===== src/rtl/variable_bound_solver_if.sv =====
// ---------------------------------------------------------------------------
// variable_bound_solver_if
//   Request/response bundle for variable_bound_solver.
//   Request  : in_start, in_coefficients ({a_N, .., a_1, a_0}, WIDTH bits each),
//              in_current_assignment ({y_(N-1), .., y_0}), in_var_index (k).
//   Response : out_lower, out_upper (signed interval for y_k), out_empty,
//              out_busy, out_done, and out_current_ok when the build defines
//              SOLVER_CURRENT_OK_EN.
//   master drives the request side; slave is the solver.
// ---------------------------------------------------------------------------
interface variable_bound_solver_if #(
  parameter int NUM_VARS = 2,
  parameter int WIDTH    = 8,
  parameter int IDX_W    = 1
);
  logic                            in_start;
  logic [(NUM_VARS+1)*WIDTH-1:0]   in_coefficients;
  logic [NUM_VARS*WIDTH-1:0]       in_current_assignment;
  logic [IDX_W-1:0]                in_var_index;
  logic [WIDTH-1:0]                out_lower;
  logic [WIDTH-1:0]                out_upper;
  logic                            out_empty;
  logic                            out_busy;
  logic                            out_done;
`ifdef SOLVER_CURRENT_OK_EN
  logic                            out_current_ok;

  modport master (
    output in_start, in_coefficients, in_current_assignment, in_var_index,
    input  out_lower, out_upper, out_empty, out_busy, out_done, out_current_ok
  );
  modport slave (
    input  in_start, in_coefficients, in_current_assignment, in_var_index,
    output out_lower, out_upper, out_empty, out_busy, out_done, out_current_ok
  );
`else
  modport master (
    output in_start, in_coefficients, in_current_assignment, in_var_index,
    input  out_lower, out_upper, out_empty, out_busy, out_done
  );
  modport slave (
    input  in_start, in_coefficients, in_current_assignment, in_var_index,
    output out_lower, out_upper, out_empty, out_busy, out_done
  );
`endif
endinterface


===== src/rtl/variable_bound_solver.sv =====
// ---------------------------------------------------------------------------
// variable_bound_solver
//   For the clause a_0*y_0 + .. + a_(N-1)*y_(N-1) + a_N <= 0, computes the
//   inclusive signed interval of y_k that satisfies it with every other y_i
//   held at its current value, clamped to the WIDTH-bit range, or flags it
//   empty. Sequence: ACCUM (one MAC per cycle) -> DIVIDE (restoring divider,
//   one quotient bit per cycle) -> FIX (rounding + clamp) -> DONE pulse.
// Ports
//   in_clk    : clock, rising edge
//   in_reset  : asynchronous active-low reset
//   bus       : variable_bound_solver_if.slave (start/operands in, bounds out)
// Build option
//   SOLVER_CURRENT_OK_EN : adds out_current_ok, set when the registered y_k
//                          already lies inside the non-empty interval.
// ---------------------------------------------------------------------------
module variable_bound_solver #(
  parameter int NUM_VARS = 2,
  parameter int WIDTH    = 8,
  parameter int IDX_W    = 1
) (
  input  logic                         in_clk,
  input  logic                         in_reset,
  variable_bound_solver_if.slave       bus
);
  localparam int AW = 2*WIDTH + $clog2(NUM_VARS+1);  // accumulator width
  localparam int BW = AW + 1;                        // room for the signed bound
  localparam int CW = $clog2(AW);                    // divider step counter
  localparam logic signed [WIDTH-1:0] MIN_W = {1'b1, {(WIDTH-1){1'b0}}};
  localparam logic signed [WIDTH-1:0] MAX_W = {1'b0, {(WIDTH-1){1'b1}}};
  localparam logic signed [BW-1:0]    MIN_B = BW'(MIN_W);
  localparam logic signed [BW-1:0]    MAX_B = BW'(MAX_W);

  typedef enum logic [2:0] {S_IDLE, S_ACCUM, S_DIVIDE, S_FIX, S_DONE} state_t;

  state_t                   state_q, state_d;
  logic signed [WIDTH-1:0]  a_q [NUM_VARS];
  logic signed [WIDTH-1:0]  a_d [NUM_VARS];
  logic signed [WIDTH-1:0]  y_q [NUM_VARS];
  logic signed [WIDTH-1:0]  y_d [NUM_VARS];
  logic [IDX_W-1:0]         k_q, k_d, idx_q, idx_d;
  logic [CW-1:0]            cnt_q, cnt_d;
  logic                     div_run_q, div_run_d;
  logic signed [AW-1:0]     acc_q, acc_d;
  logic [AW-1:0]            quo_q, quo_d, rem_q, rem_d;
  logic [WIDTH-1:0]         dvs_q, dvs_d;
  logic signed [WIDTH-1:0]  lower_q, lower_d, upper_q, upper_d;
  logic                     empty_q, empty_d;

  logic signed [WIDTH-1:0]  a_k, y_k;
  logic signed [2*WIDTH-1:0] prod;
  logic [AW-1:0]            abs_r, rem_sh, dvs_ext;
  logic signed [BW-1:0]     q_s, q_c, bnd;
  logic signed [WIDTH-1:0]  fix_lo, fix_up;
  logic                     fix_emp;

  assign a_k     = a_q[k_q];
  assign y_k     = y_q[k_q];
  assign prod    = (2*WIDTH)'(a_q[idx_q]) * (2*WIDTH)'(y_q[idx_q]);
  assign abs_r   = acc_q[AW-1] ? unsigned'(-acc_q) : unsigned'(acc_q);
  assign rem_sh  = {rem_q[AW-2:0], quo_q[AW-1]};
  assign dvs_ext = {{(AW-WIDTH){1'b0}}, dvs_q};
  assign q_s     = signed'({1'b0, quo_q});
  assign q_c     = q_s + ((|rem_q) ? BW'(1) : BW'(0));   // q rounded away from zero

  // Exact bound from |R|/|a_k|, then clamp. floor(-R/a) for a>0 and
  // ceil(R/|a|) for a<0 differ from q only when the rounding crosses zero.
  always_comb begin : fix_math
    bnd     = '0;
    fix_emp = 1'b0;
    fix_lo  = MIN_W;
    fix_up  = MAX_W;
    if (a_k == '0) begin
      fix_emp = (acc_q > 0);
    end else if (!a_k[WIDTH-1]) begin
      bnd = (acc_q <= 0) ? q_s : -q_c;
      if (bnd < MIN_B)      fix_emp = 1'b1;
      else if (bnd < MAX_B) fix_up  = WIDTH'(bnd);
    end else begin
      bnd = (acc_q >= 0) ? q_c : -q_s;
      if (bnd > MAX_B)      fix_emp = 1'b1;
      else if (bnd > MIN_B) fix_lo  = WIDTH'(bnd);
    end
    if (fix_emp) begin
      fix_lo = MAX_W;
      fix_up = MIN_W;
    end
  end

`ifdef SOLVER_CURRENT_OK_EN
  logic ok_q, ok_d;
  assign bus.out_current_ok = ok_q;
`endif

  always_comb begin : next_state
    // NOTE: every _d takes its held value first, so no branch can leave one unassigned and infer a latch.
    state_d   = state_q;
    a_d       = a_q;
    y_d       = y_q;
    k_d       = k_q;
    idx_d     = idx_q;
    cnt_d     = cnt_q;
    div_run_d = div_run_q;
    acc_d     = acc_q;
    quo_d     = quo_q;
    rem_d     = rem_q;
    dvs_d     = dvs_q;
    lower_d   = lower_q;
    upper_d   = upper_q;
    empty_d   = empty_q;
`ifdef SOLVER_CURRENT_OK_EN
    ok_d      = ok_q;
`endif
    unique case (state_q)
      S_IDLE: if (bus.in_start) begin
        for (int i = 0; i < NUM_VARS; i++) begin
          a_d[i] = bus.in_coefficients[i*WIDTH +: WIDTH];
          y_d[i] = bus.in_current_assignment[i*WIDTH +: WIDTH];
        end
        k_d   = bus.in_var_index;
        idx_d = '0;
        acc_d = AW'(signed'(bus.in_coefficients[NUM_VARS*WIDTH +: WIDTH]));
        if (32'(bus.in_var_index) >= NUM_VARS) begin
          empty_d = 1'b1;
          lower_d = MAX_W;
          upper_d = MIN_W;
`ifdef SOLVER_CURRENT_OK_EN
          ok_d    = 1'b0;
`endif
          state_d = S_DONE;
        end else begin
          state_d = S_ACCUM;
        end
      end
      S_ACCUM: begin
        if (idx_q != k_q) acc_d = acc_q + AW'(prod);
        idx_d = idx_q + IDX_W'(1);
        if (32'(idx_q) == NUM_VARS - 1) begin
          cnt_d     = '0;
          div_run_d = 1'b0;
          state_d   = S_DIVIDE;
        end
      end
      S_DIVIDE: begin
        if (!div_run_q) begin
          // Setup cycle: latch magnitudes; a zero a_k needs no division.
          if (a_k == '0) begin
            state_d = S_FIX;
          end else begin
            quo_d     = abs_r;
            rem_d     = '0;
            dvs_d     = a_k[WIDTH-1] ? unsigned'(-a_k) : unsigned'(a_k);
            cnt_d     = '0;
            div_run_d = 1'b1;
          end
        end else begin
          if (rem_sh >= dvs_ext) begin
            rem_d = rem_sh - dvs_ext;
            quo_d = {quo_q[AW-2:0], 1'b1};
          end else begin
            rem_d = rem_sh;
            quo_d = {quo_q[AW-2:0], 1'b0};
          end
          cnt_d = cnt_q + CW'(1);
          if (cnt_q == CW'(AW-1)) begin
            div_run_d = 1'b0;
            state_d   = S_FIX;
          end
        end
      end
      S_FIX: begin
        lower_d = fix_lo;
        upper_d = fix_up;
        empty_d = fix_emp;
`ifdef SOLVER_CURRENT_OK_EN
        ok_d    = !fix_emp && (y_k >= fix_lo) && (y_k <= fix_up);
`endif
        state_d = S_DONE;
      end
      S_DONE:  state_d = S_IDLE;
      default: state_d = S_IDLE;
    endcase
  end

  always_ff @(posedge in_clk or negedge in_reset) begin
    if (!in_reset) begin
      state_q   <= S_IDLE;
      // NOTE: the operand arrays are tiny register files and are reset like every other flop, keeping the block X-free.
      a_q       <= '{default: '0};
      y_q       <= '{default: '0};
      k_q       <= '0;
      idx_q     <= '0;
      cnt_q     <= '0;
      div_run_q <= 1'b0;
      acc_q     <= '0;
      quo_q     <= '0;
      rem_q     <= '0;
      dvs_q     <= '0;
      lower_q   <= '0;
      upper_q   <= '0;
      empty_q   <= 1'b0;
`ifdef SOLVER_CURRENT_OK_EN
      ok_q      <= 1'b0;
`endif
    end else begin
      // NOTE: non-blocking assignments so every flop samples pre-edge values.
      state_q   <= state_d;
      a_q       <= a_d;
      y_q       <= y_d;
      k_q       <= k_d;
      idx_q     <= idx_d;
      cnt_q     <= cnt_d;
      div_run_q <= div_run_d;
      acc_q     <= acc_d;
      quo_q     <= quo_d;
      rem_q     <= rem_d;
      dvs_q     <= dvs_d;
      lower_q   <= lower_d;
      upper_q   <= upper_d;
      empty_q   <= empty_d;
`ifdef SOLVER_CURRENT_OK_EN
      ok_q      <= ok_d;
`endif
    end
  end

  assign bus.out_lower = lower_q;
  assign bus.out_upper = upper_q;
  assign bus.out_empty = empty_q;
  assign bus.out_busy  = (state_q == S_ACCUM) || (state_q == S_DIVIDE) || (state_q == S_FIX);
  assign bus.out_done  = (state_q == S_DONE);

endmodule


===== src/flat_wrapper.sv =====
// flat-port wrapper written by rule: the top's interface ports become plain ports
module variable_bound_solver_flat 
#(
  parameter int NUM_VARS = 2,
  parameter int WIDTH    = 8,
  parameter int IDX_W    = 1
)
  (in_clk, in_reset, bus_in_start, bus_in_coefficients, bus_in_current_assignment, bus_in_var_index, bus_out_lower, bus_out_upper, bus_out_empty, bus_out_busy, bus_out_done);
  variable_bound_solver_if #(.NUM_VARS(NUM_VARS), .WIDTH(WIDTH), .IDX_W(IDX_W)) bus_i ();
  input  logic in_clk;
  input  logic in_reset;
  input wire logic [$bits(bus_i.in_start)-1:0] bus_in_start;
  input wire logic [$bits(bus_i.in_coefficients)-1:0] bus_in_coefficients;
  input wire logic [$bits(bus_i.in_current_assignment)-1:0] bus_in_current_assignment;
  input wire logic [$bits(bus_i.in_var_index)-1:0] bus_in_var_index;
  output wire logic [$bits(bus_i.out_lower)-1:0] bus_out_lower;
  output wire logic [$bits(bus_i.out_upper)-1:0] bus_out_upper;
  output wire logic [$bits(bus_i.out_empty)-1:0] bus_out_empty;
  output wire logic [$bits(bus_i.out_busy)-1:0] bus_out_busy;
  output wire logic [$bits(bus_i.out_done)-1:0] bus_out_done;
  assign bus_i.in_start = bus_in_start;
  assign bus_i.in_coefficients = bus_in_coefficients;
  assign bus_i.in_current_assignment = bus_in_current_assignment;
  assign bus_i.in_var_index = bus_in_var_index;
  assign bus_out_lower = bus_i.out_lower;
  assign bus_out_upper = bus_i.out_upper;
  assign bus_out_empty = bus_i.out_empty;
  assign bus_out_busy = bus_i.out_busy;
  assign bus_out_done = bus_i.out_done;
  variable_bound_solver #(.NUM_VARS(NUM_VARS), .WIDTH(WIDTH), .IDX_W(IDX_W)) u_core (.in_clk(in_clk), .in_reset(in_reset), .bus(bus_i));
endmodule

===== config.mk =====
export PLATFORM = sky130hd
export DESIGN_NAME = variable_bound_solver_flat
export DESIGN_NICKNAME = d
export VERILOG_FILES = /design/src/rtl/variable_bound_solver_if.sv /design/src/rtl/variable_bound_solver.sv /design/src/flat_wrapper.sv
export SDC_FILE = /design/constraint.sdc
export NUM_CORES = 1
export LEC_CHECK = 0
export CAP_MARGIN = 0
export CORE_AREA = 2 2 175 177
export DETAILED_ROUTE_END_ITERATION = 8
export DIE_AREA = 0 0 177 179
export PLACE_DENSITY_LB_ADDON = 0.08
export SYNTH_ARGS = -nofsm -noshare
export SYNTH_HDL_FRONTEND = slang
export SYNTH_SLANG_ARGS = --single-unit

===== constraint.sdc =====
create_clock -name in_clk -period 17.26 [get_ports in_clk]
set_clock_uncertainty 0.05 [all_clocks]
set_input_delay 1.726 -clock in_clk [delete_from_list [all_inputs] [get_ports in_clk]]
set_output_delay 1.726 -clock in_clk [all_outputs]
set_load 0.02 [all_outputs]

==> results of run 1 <==
[worst paths after layout]
kind	start	to	slack, ns	cells after the start
setup / recovery	u_core.idx_q$_DFFE_PN0P_	u_core.acc_q[16]$_DFFE_PN0P_	10.77	19
hold / removal	u_core.dvs_q[6]$_DFFE_PN0P_	u_core.dvs_q[6]$_DFFE_PN0P_	0.43	2
setup reg to reg	u_core.idx_q$_DFFE_PN0P_	u_core.acc_q[16]$_DFFE_PN0P_	10.77	19
hold reg to reg	u_core.dvs_q[6]$_DFFE_PN0P_	u_core.dvs_q[6]$_DFFE_PN0P_	0.43	2
max in group asynchronous	in_reset	u_core.acc_q[6]$_DFFE_PN0P_	14.67	2
min in group asynchronous	in_reset	u_core.y_q[7]$_DFFE_PN0P_	1.21	1
[layer usage]
layer  part of all wire  wire length [um]  vias up  GRT usage
li1                   -                 -     4839          -
met2               0.48             15800      183      0.362
met5                  0                 0        -          0
met4              0.032              1040        0     0.0851
met1               0.46             14900     4789      0.288
met3              0.029               941       43     0.0293
[cell usage after synthesis, drive strengths merged (9+ instances only)]
cell type	n
xor2	23
and2	18
ha	58
nor3	35
nor4b	10
a22oi	21
nand2	140
nand3	28
nor2	111
xnor2	51
inv	121
nor4	32
dfrtp	122
a21boi	9
mux2i	36
a21oi	73
fa	81
buf	24
nand4	24
mux2	49
or3	10
and3	11
clkbuf	57
o21ai	76
[state kept, by name (all words and copies together), names as in the netlist, 8 cells and up]
register,flops
u_core.bus.out_upper,8
u_core.a_q,16
u_core.quo_q,18
u_core.y_q,16
u_core.rem_q,18
u_core.acc_q,18
u_core.bus.out_lower,8
u_core.dvs_q,8
[layout make-up]
| class | instances | area [sq um] |
|---|---|---|
| clock buffers | 18 | 439 |
| fillers | 2962 | 16600 |
| repair buffers | 72 | 697 |
| multi-input cells | 1051 | 8180 |
| inverters | 122 | 458 |
| well taps | 396 | 495 |
| flip-flops and latches | 122 | 3050 |
| clock inverters | 14 | 149 |
[critical path, stage by stage (launching register included)]
cell	delay (ns)
dfrtp_1	0.32
buf_4	0.34
mux2_2	0.47
nand2_1	0.41
inv_1	0.16
fa_1	0.50
fa_1	0.53
fa_1	0.44
fa_1	0.57
fa_1	0.42
ha_1	0.34
a21oi_1	0.21
o21bai_1	0.09
a21oi_1	0.20
o21ai_0	0.11
a21oi_1	0.27
o21ai_0	0.15
o41ai_1	0.40
mux2i_1	0.14
a211o_1	0.24
[logic make-up (layout without fill, tap and decap cells)]
kind of cell    after synthesis  in the layout
mux                          85             85
flops                       122            122
buf+inv                     203            226
fa+ha+maj                   139            139
simple gates                470            470
compound gates              282            282
xor+xnor                     75             75
[through the flow]
| stage | instance area (sq um) | hold WS, ns | cells | setup WS, ns |
|---|---|---|---|---|
| global route | 13500 | 0.457 | 1795 | 10.29 |
| finish | 13500 | 0.428 | 1795 | 10.77 |
| CTS | 13500 | 0.435 | 1795 | 10.76 |
| floorplan | 12000 | 0.399 | 1376 | 10.72 |
| detailed placement | 12900 | 0.422 | 1763 | 10.83 |
| global placement | 12900 | 0.416 | 1763 | 10.92 |
==> summary.txt, run 1 <==
Run status
  – Outcome: finished clean

Floorplan
  – Die width: ~180 um
  – IO Pins: between 60 and 70
  – Initial core utilization: 0.400
  – Site Rows: 64
  – Chip Height: ~180 um
  – Die area: ~32,000 sq um
  – Core area: ~30,000 sq um

Logic synthesis
  – Largest family of logic cells by synthesized area: simple AND/OR/NAND/NOR gates
  – Synth Warn #: 0
  – Post-synth top area share: 0.254
  – Post-synthesis simple-gate area fraction: 0.196
  – Syn avg cell area: between 8 and 9 sq um
  – Synth Area in Compound Gates: 0.154
  – Mapped cell area: 12,000 sq um
  – Adder-Cell Fraction of Synth Area: 0.196
  – Flops & latches, synth: roughly 120
  – Top cell type by total area after synthesis: dfrtp_1
  – Synth top area cells: dfrtp_1 (25%), fa_1 (14%), ha_1 (6.0%), mux2_2 (4.6%), nand2_1 (4.4%)
  – Top FF cell, synth: dfrtp_1
  – EDFF count, synth: 0
  – Synth Area in XOR/XNOR: 0.0565
  – Post-Synthesis Cells: 1,376
  – Unique masters post-synth: 80
  – Post-Synthesis Net Count: approximately 1,600
  – Multiplexer share of the synthesized area: 0.0760
  – Register area share after synthesis: 0.254
  – Async S/R FF share, synth: 1.00

GRT
  – Pin count of the biggest net entering global routing: 64
  – Initial antenna violation count: 0
  – Total track usage: 0.218
  – First-pass GRT wire length: around 54,000 um
  – Global route total overflow: 0
  – Vias in the first global route: 9,924

Worst setup path
  – Required @ worst endpoint: between 15 and 20 ns
  – Critical path peak fanout: 28
  – CP Capture Type: flop
  – WP data arrival: 6.75 ns
  – CP Class: reg -> reg
  – Type of origin of the critical path: flop

Clock tree
  – Post CTS Setup Buffer Count: 0
  – Root buf cell: clkbuf_16
  – CTS H-tree lvls: 4
  – CTS sink cnt: approximately 120
  – Post-cts repair resize count: 0
  – Clk slew on worst S/H paths: 0.06 ns
  – Max clock buf depth: 2
  – CTS tree: yes
  – Insertion delay to the later sink of the worst-skew pair: ~0.44 ns
  – Num CTS Buffers: 17
  – Hold buffers post-CTS: 0

Drt
  – Via density: between 5 and 6
  – 1st-pass router iterations: 5
  – Routed WL: 32,600 um
  – Residual DRC count: 0
  – Vias: 9,854
  – WL/cell: between 15 and 20 um
  – ANT nets after route: 0
  – Starting DRT DRC Count: between 700 and 800

Timing
  – # setup viols final: 0
  – Fmax: ~150 MHz
  – Worst slew margin: 0.287
  – Final hold vios: 0
  – Final Max Slew Viols: 0
  – Final Cycle Share: 0.376
  – Tmin final: ~6.5 ns
  – RSZ-0062 raised after global routing: no
  – Setup TNS: 0 ns
  – Worst Tran Pin Value: ~1.1 ns

Cells and area
  – Leading cell type in the layout, fill and taps excluded: nand2_1
  – Most frequent cells in the layout: nand2_1 (140), dfrtp_1 (122), inv_1 (120)
  – Final nets: about 1,600
  – Area Growth Syn to Fin: 12.3%
  – Share of cells above drive strength 1: 0.0836
  – Post-Route Utilization: 0.448
  – Diode count: 0

Placement
  – Final GP Congestion: 0.910
  – Port buffer count: 62
  – Hpwl dp: ~25,000 um

Run
  – # Max-Cap Violations: 0

Min path
  – Worst hold path class: reg -> reg
Power of run 1 is left out: the tool's default activity adds up to more than one toggle a clock period on the data nets, which glitch-free logic cannot reach.
==> run 2: changes to the inputs <==
Clock period 17.26 ns to 5.7 ns, I/O delays scaled along.
==> summary.txt, run 2 (synthesized netlist as in run 1, its figures left out) <==
Run status
  – Outcome: finished clean

Timing
  – Hold_ws: ~0.076 ns
  – Final Max Slew Viols: 0
  – Final Cycle Share: 0.959
  – Worst slew margin: 0.302
  – Fmax: around 180 MHz
  – Tmin final: between 5 and 6 ns
  – Final hold vios: 0
  – Worst Tran Pin Value: 1.05 ns
  – # setup viols final: 0

Cells and area
  – Area Growth Syn to Fin: 16.4%
  – Most frequent cells in the layout: nand2_1 (139), dfrtp_1 (122), inv_1 (119)
  – Largest registers: u_core.acc_q: 18 flops, u_core.quo_q: 18 flops, u_core.rem_q: 18 flops
  – Post-Route Utilization: 0.465
  – # fillers: roughly 3,000
  – Share of cells above drive strength 1: 0.126
  – Leading cell type in the layout, fill and taps excluded: nand2_1
  – Diode count: 0
  – Final nets: ~1,600

Worst setup path
  – FF-to-FF End: u_core.acc_q[16]$_DFFE_PN0P_
  – Critical path peak fanout: 8
  – Worst r2r path cells: 19
  – CP Capture Type: flop
  – Required @ worst endpoint: 5.95 ns
  – Worst reg-to-reg setup slack: roughly 0.23 ns
  – Type of origin of the critical path: flop
  – WP data arrival: around 5.7 ns
  – CP Class: reg -> reg
  – FF-to-FF Start: u_core.idx_q$_DFFE_PN0P_
  – Critical Path Start: u_core.idx_q$_DFFE_PN0P_

Drt
  – 1st-pass router iterations: 5
  – Residual DRC count: 0
  – WL/cell: around 19 um
  – Via density: 5.53
  – Starting DRT DRC Count: about 600
  – Vias: a little over 10,000
  – ANT nets after route: 0
  – Routed WL: 34,400 um

Placement
  – Final GP Congestion: just under 0.9
  – Port buffer count: 62
  – Hpwl dp: 26,700 um

GRT
  – Pin count of the biggest net entering global routing: about 70
  – Global route total overflow: 0
  – First-pass GRT wire length: between 50,000 and 60,000 um
  – Initial antenna violation count: 1
  – Total track usage: 0.228
  – Vias in the first global route: about 10,000

Floorplan
  – Site Rows: between 60 and 70
  – Core area: ~30,000 sq um
  – Die width: about 180 um
  – Initial core utilization: 0.400
  – IO Pins: 63
  – Chip Height: approximately 180 um
  – Die area: 31,700 sq um

Run
  – # Max-Cap Violations: 0

Clock tree
  – Clk slew on worst S/H paths: 0.07 ns
  – CTS sink cnt: 122
  – Insertion delay to the later sink of the worst-skew pair: roughly 0.43 ns
  – Root buf cell: clkbuf_16
  – CTS H-tree lvls: 4
  – Num CTS Buffers: 17
  – Max clock buf depth: 2
  – CTS tree: yes

Min path
  – Worst hold path class: in -> async
-- run 2: changes by cell type in the layout (fill, tap and decap cells not counted), sizes merged --
cell / before / now
clkinv: 3 / 6
clkbuf: 18 / 17
inv: 131 / 129
buf: 11 / 61
-- run 2: layer usage --
layer	up-vias	share of wire	global-route usage
li1	4936	-	-
met3	36	0.027	0.0269
met2	198	0.50	0.398
met5	-	0	0
met1	5041	0.45	0.296
met4	0	0.025	0.0689
-- run 2: final cells by class --
cell class                 count  area [sq um]  share of cell area
timing repair buffer         122          1090              0.0782
tap                          396           495              0.0355
inverter                     122           458              0.0328
multi-input combinational   1051          8260               0.592
clock inverter                15           174              0.0125
clock buffer                  17           425              0.0305
sequential                   122          3050               0.219
-- run 2: how the worst max path moves through the flow --
stage,slack (ns),end,cells past startpoint
CTS,0.0001,u_core.acc_q[16]$_DFFE_PN0P_,23
global route,-0.01,u_core.acc_q[16]$_DFFE_PN0P_,23
floorplan,0.005,u_core.acc_q[16]$_DFFE_PN0P_,24
finish,0.23,u_core.acc_q[16]$_DFFE_PN0P_,19
global placement,0.02,u_core.acc_q[16]$_DFFE_PN0P_,23
detailed placement,-0.04,u_core.acc_q[16]$_DFFE_PN0P_,23
-- run 2: repair_timing --
action	in CTS	in global routing
hold buffers	0	0
buffers inserted	0	2
endpoints found under the setup margin	1	23
resized for setup	1	19
pin swaps	0	10
-- run 2: stage by stage --
step | area, sq um | TNS [ns] | std cells | worst slack [ns]
CTS | 13900 | 0 | 1843 | 0.000116
detailed placement | 13300 | -0.0441 | 1811 | -0.0441
global route | 14000 | -0.0150 | 1845 | -0.0133
global placement | 13300 | 0 | 1811 | 0.0231
finish | 14000 | 0 | 1845 | 0.233
floorplan | 12100 | 0 | 1376 | 0.00527
-- run 2: critical path, cell delays in order, from the launching register on --
cell      delay [ns]
dfrtp_1         0.38
buf_6           0.15
buf_4           0.15
mux2_2          0.39
and2_1          0.18
fa_1            0.46
fa_1            0.53
fa_2            0.47
fa_1            0.56
fa_1            0.45
ha_4            0.24
a21oi_2         0.14
o21bai_1        0.10
a21oi_2         0.18
o21ai_2         0.07
a21oi_2         0.15
o21ai_1         0.09
o41ai_2         0.25
mux2i_1         0.13
a211o_1         0.23
Power of run 2 is left out for the same reason.
==> run 3: changes to the inputs <==
Clock period 5.7 ns to 6.35 ns, I/O delays scaled along.
==> summary.txt, run 3 (synthesized netlist as in run 1, its figures left out) <==
Floorplan
  – Chip Height: between 150 and 200 um
  – IO Pins: between 60 and 70
  – Initial core utilization: 0.400
  – Core area: between 30,000 and 40,000 sq um
  – Site Rows: 64
  – Die area: roughly 32,000 sq um
  – Die width: between 150 and 200 um

Cells and area
  – Final nets: 1,582
  – Share of cells above drive strength 1: 0.0949
  – Diode count: 0
  – # fillers: about 3,000
  – Most frequent cells in the layout: nand2_1 (140), dfrtp_1 (121), inv_1 (120)
  – Leading cell type in the layout, fill and taps excluded: nand2_1
  – Area Growth Syn to Fin: 13.2%
  – Register area: between 3000 and 4000 sq um
  – Largest registers: u_core.acc_q: 18 flops, u_core.quo_q: 18 flops, u_core.rem_q: 18 flops
  – Area of the multi-input gates: approximately 8200 sq um

Min path
  – Worst hold path class: in -> async

Worst setup path
  – Worst r2r path cells: 23
  – FF-to-FF Start: u_core.idx_q$_DFFE_PN0P_
  – CP Class: reg -> reg
  – WP data arrival: about 6.2 ns
  – Critical Path Start: u_core.idx_q$_DFFE_PN0P_
  – CP Capture Type: flop
  – CP Capture Point: u_core.acc_q[16]$_DFFE_PN0P_
  – Type of origin of the critical path: flop
  – Required @ worst endpoint: approximately 6.6 ns
  – FF-to-FF End: u_core.acc_q[16]$_DFFE_PN0P_
  – Worst reg-to-reg setup slack: 0.41 ns
  – Critical path peak fanout: 25

Clock tree
  – CTS sink cnt: approximately 120
  – CTS H-tree lvls: 4
  – CTS tree: yes
  – Insertion delay to the later sink of the worst-skew pair: 0.43 ns
  – Root buf cell: clkbuf_16
  – Max clock buf depth: 2
  – Num CTS Buffers: 17
  – Post CTS Setup Buffer Count: 0
  – Clk slew on worst S/H paths: 0.08 ns

Timing
  – Worst Tran Pin Value: ~1.2 ns
  – # setup viols final: 0
  – Tmin final: between 5 and 6 ns
  – Fmax: approximately 170 MHz
  – RSZ-0062 raised after global routing: no
  – Worst slew margin: 0.228
  – Setup TNS: 0 ns
  – Final Cycle Share: 0.936
  – Final hold vios: 0
  – Final Max Slew Viols: 0

Drt
  – Via density: 5.59
  – Vias: between 10,000 and 15,000
  – 1st-pass router iterations: 5
  – Routed WL: around 34,000 um
  – WL/cell: 19.0 um
  – ANT nets after route: 0
  – Starting DRT DRC Count: 752
  – Residual DRC count: 0

GRT
  – Initial antenna violation count: 0
  – Total track usage: 0.228
  – Global route total overflow: 0
  – Vias in the first global route: around 9,900
  – Pin count of the biggest net entering global routing: 73
  – First-pass GRT wire length: 56,100 um

Placement
  – Final GP Congestion: between 0.9 and 1
  – Port buffer count: between 60 and 70
  – Hpwl dp: 26,600 um

Run
  – # Max-Cap Violations: 0

Run status
  – Outcome: finished clean
## run 3: cell count changes in the layout (fill, tap and decap cells not counted), moves of 3 or more
cell / before / now
fa_2: 3 / 0
clkinv_4: 3 / 0
fa_1: 78 / 81
inv_8: 3 / 6
buf_4: 57 / 22
clkinvlp_4: 1 / 4
## run 3: per-layer routing
layer  part of all wire  up-vias  GRT usage
met4              0.025        0     0.0692
met5                  0        -          0
met1               0.44     4947      0.300
met2               0.50      251      0.393
li1                   -     4866          -
met3              0.036       43     0.0269
## run 3: worst min path at each step
stage                                 from                     endpoint  slack (ns)  cells after the start
6_report                          in_reset    u_core.y_q[0]$_DFFE_PN0P_        0.18                      1
3_3_place_gp   u_core.dvs_q[2]$_DFFE_PN0P_  u_core.dvs_q[2]$_DFFE_PN0P_        0.42                      2
2_1_floorplan                     in_reset    u_core.a_q[0]$_DFFE_PN0P_        0.29                      0
4_1_cts                           in_reset    u_core.y_q[0]$_DFFE_PN0P_        0.20                      1
5_1_grt                           in_reset    u_core.y_q[0]$_DFFE_PN0P_        0.22                      1
3_5_place_dp   u_core.dvs_q[4]$_DFFE_PN0P_  u_core.dvs_q[4]$_DFFE_PN0P_        0.42                      2
## run 3: what timing repair did
item / in CTS / in global routing
setup endpoints to repair: 0 / 2
resized for setup: 0 / 4
hold buffers: 0 / 0
## run 3: final cells by class
type,instances,area share
Sequential cell,122,0.225
Clock inverter,15,0.0110
Inverter,122,0.0337
Timing Repair Buffer,85,0.0594
Clock buffer,17,0.0313
Multi-Input combinational cell,1051,0.603
Tap cell,396,0.0365
## run 3: worst max-delay path, stage by stage (launching register included)
cell and delay [ns]:
dfrtp_2 0.42, buf_12 0.20, mux2_2 0.43, nand2_1 0.11
fa_1 0.44, fa_1 0.52, inv_1 0.04, ha_1 0.26
inv_1 0.05, fa_1 0.53, inv_1 0.04, ha_1 0.28
ha_1 0.22, fa_1 0.41, a21o_1 0.20, a21oi_1 0.24
o21bai_1 0.13, a21oi_2 0.18, o21ai_0 0.12, a21oi_2 0.22
o21ai_0 0.14, o41ai_2 0.24, mux2i_1 0.12, a211o_1 0.22
## run 3: through the flow
stage               cell area [sq um]   util  setup slack, ns  cells  hold WS [ns]
detailed placement              13000  0.433            0.223   1776         0.421
global route                    13600  0.452          0.00874   1808         0.217
CTS                             13600  0.452            0.169   1808         0.197
finish                          13600  0.452            0.409   1808         0.177
floorplan                       12000      -           0.0540   1376         0.289
global placement                13000  0.433            0.235   1776         0.417
Power of run 3 is left out for the same reason.
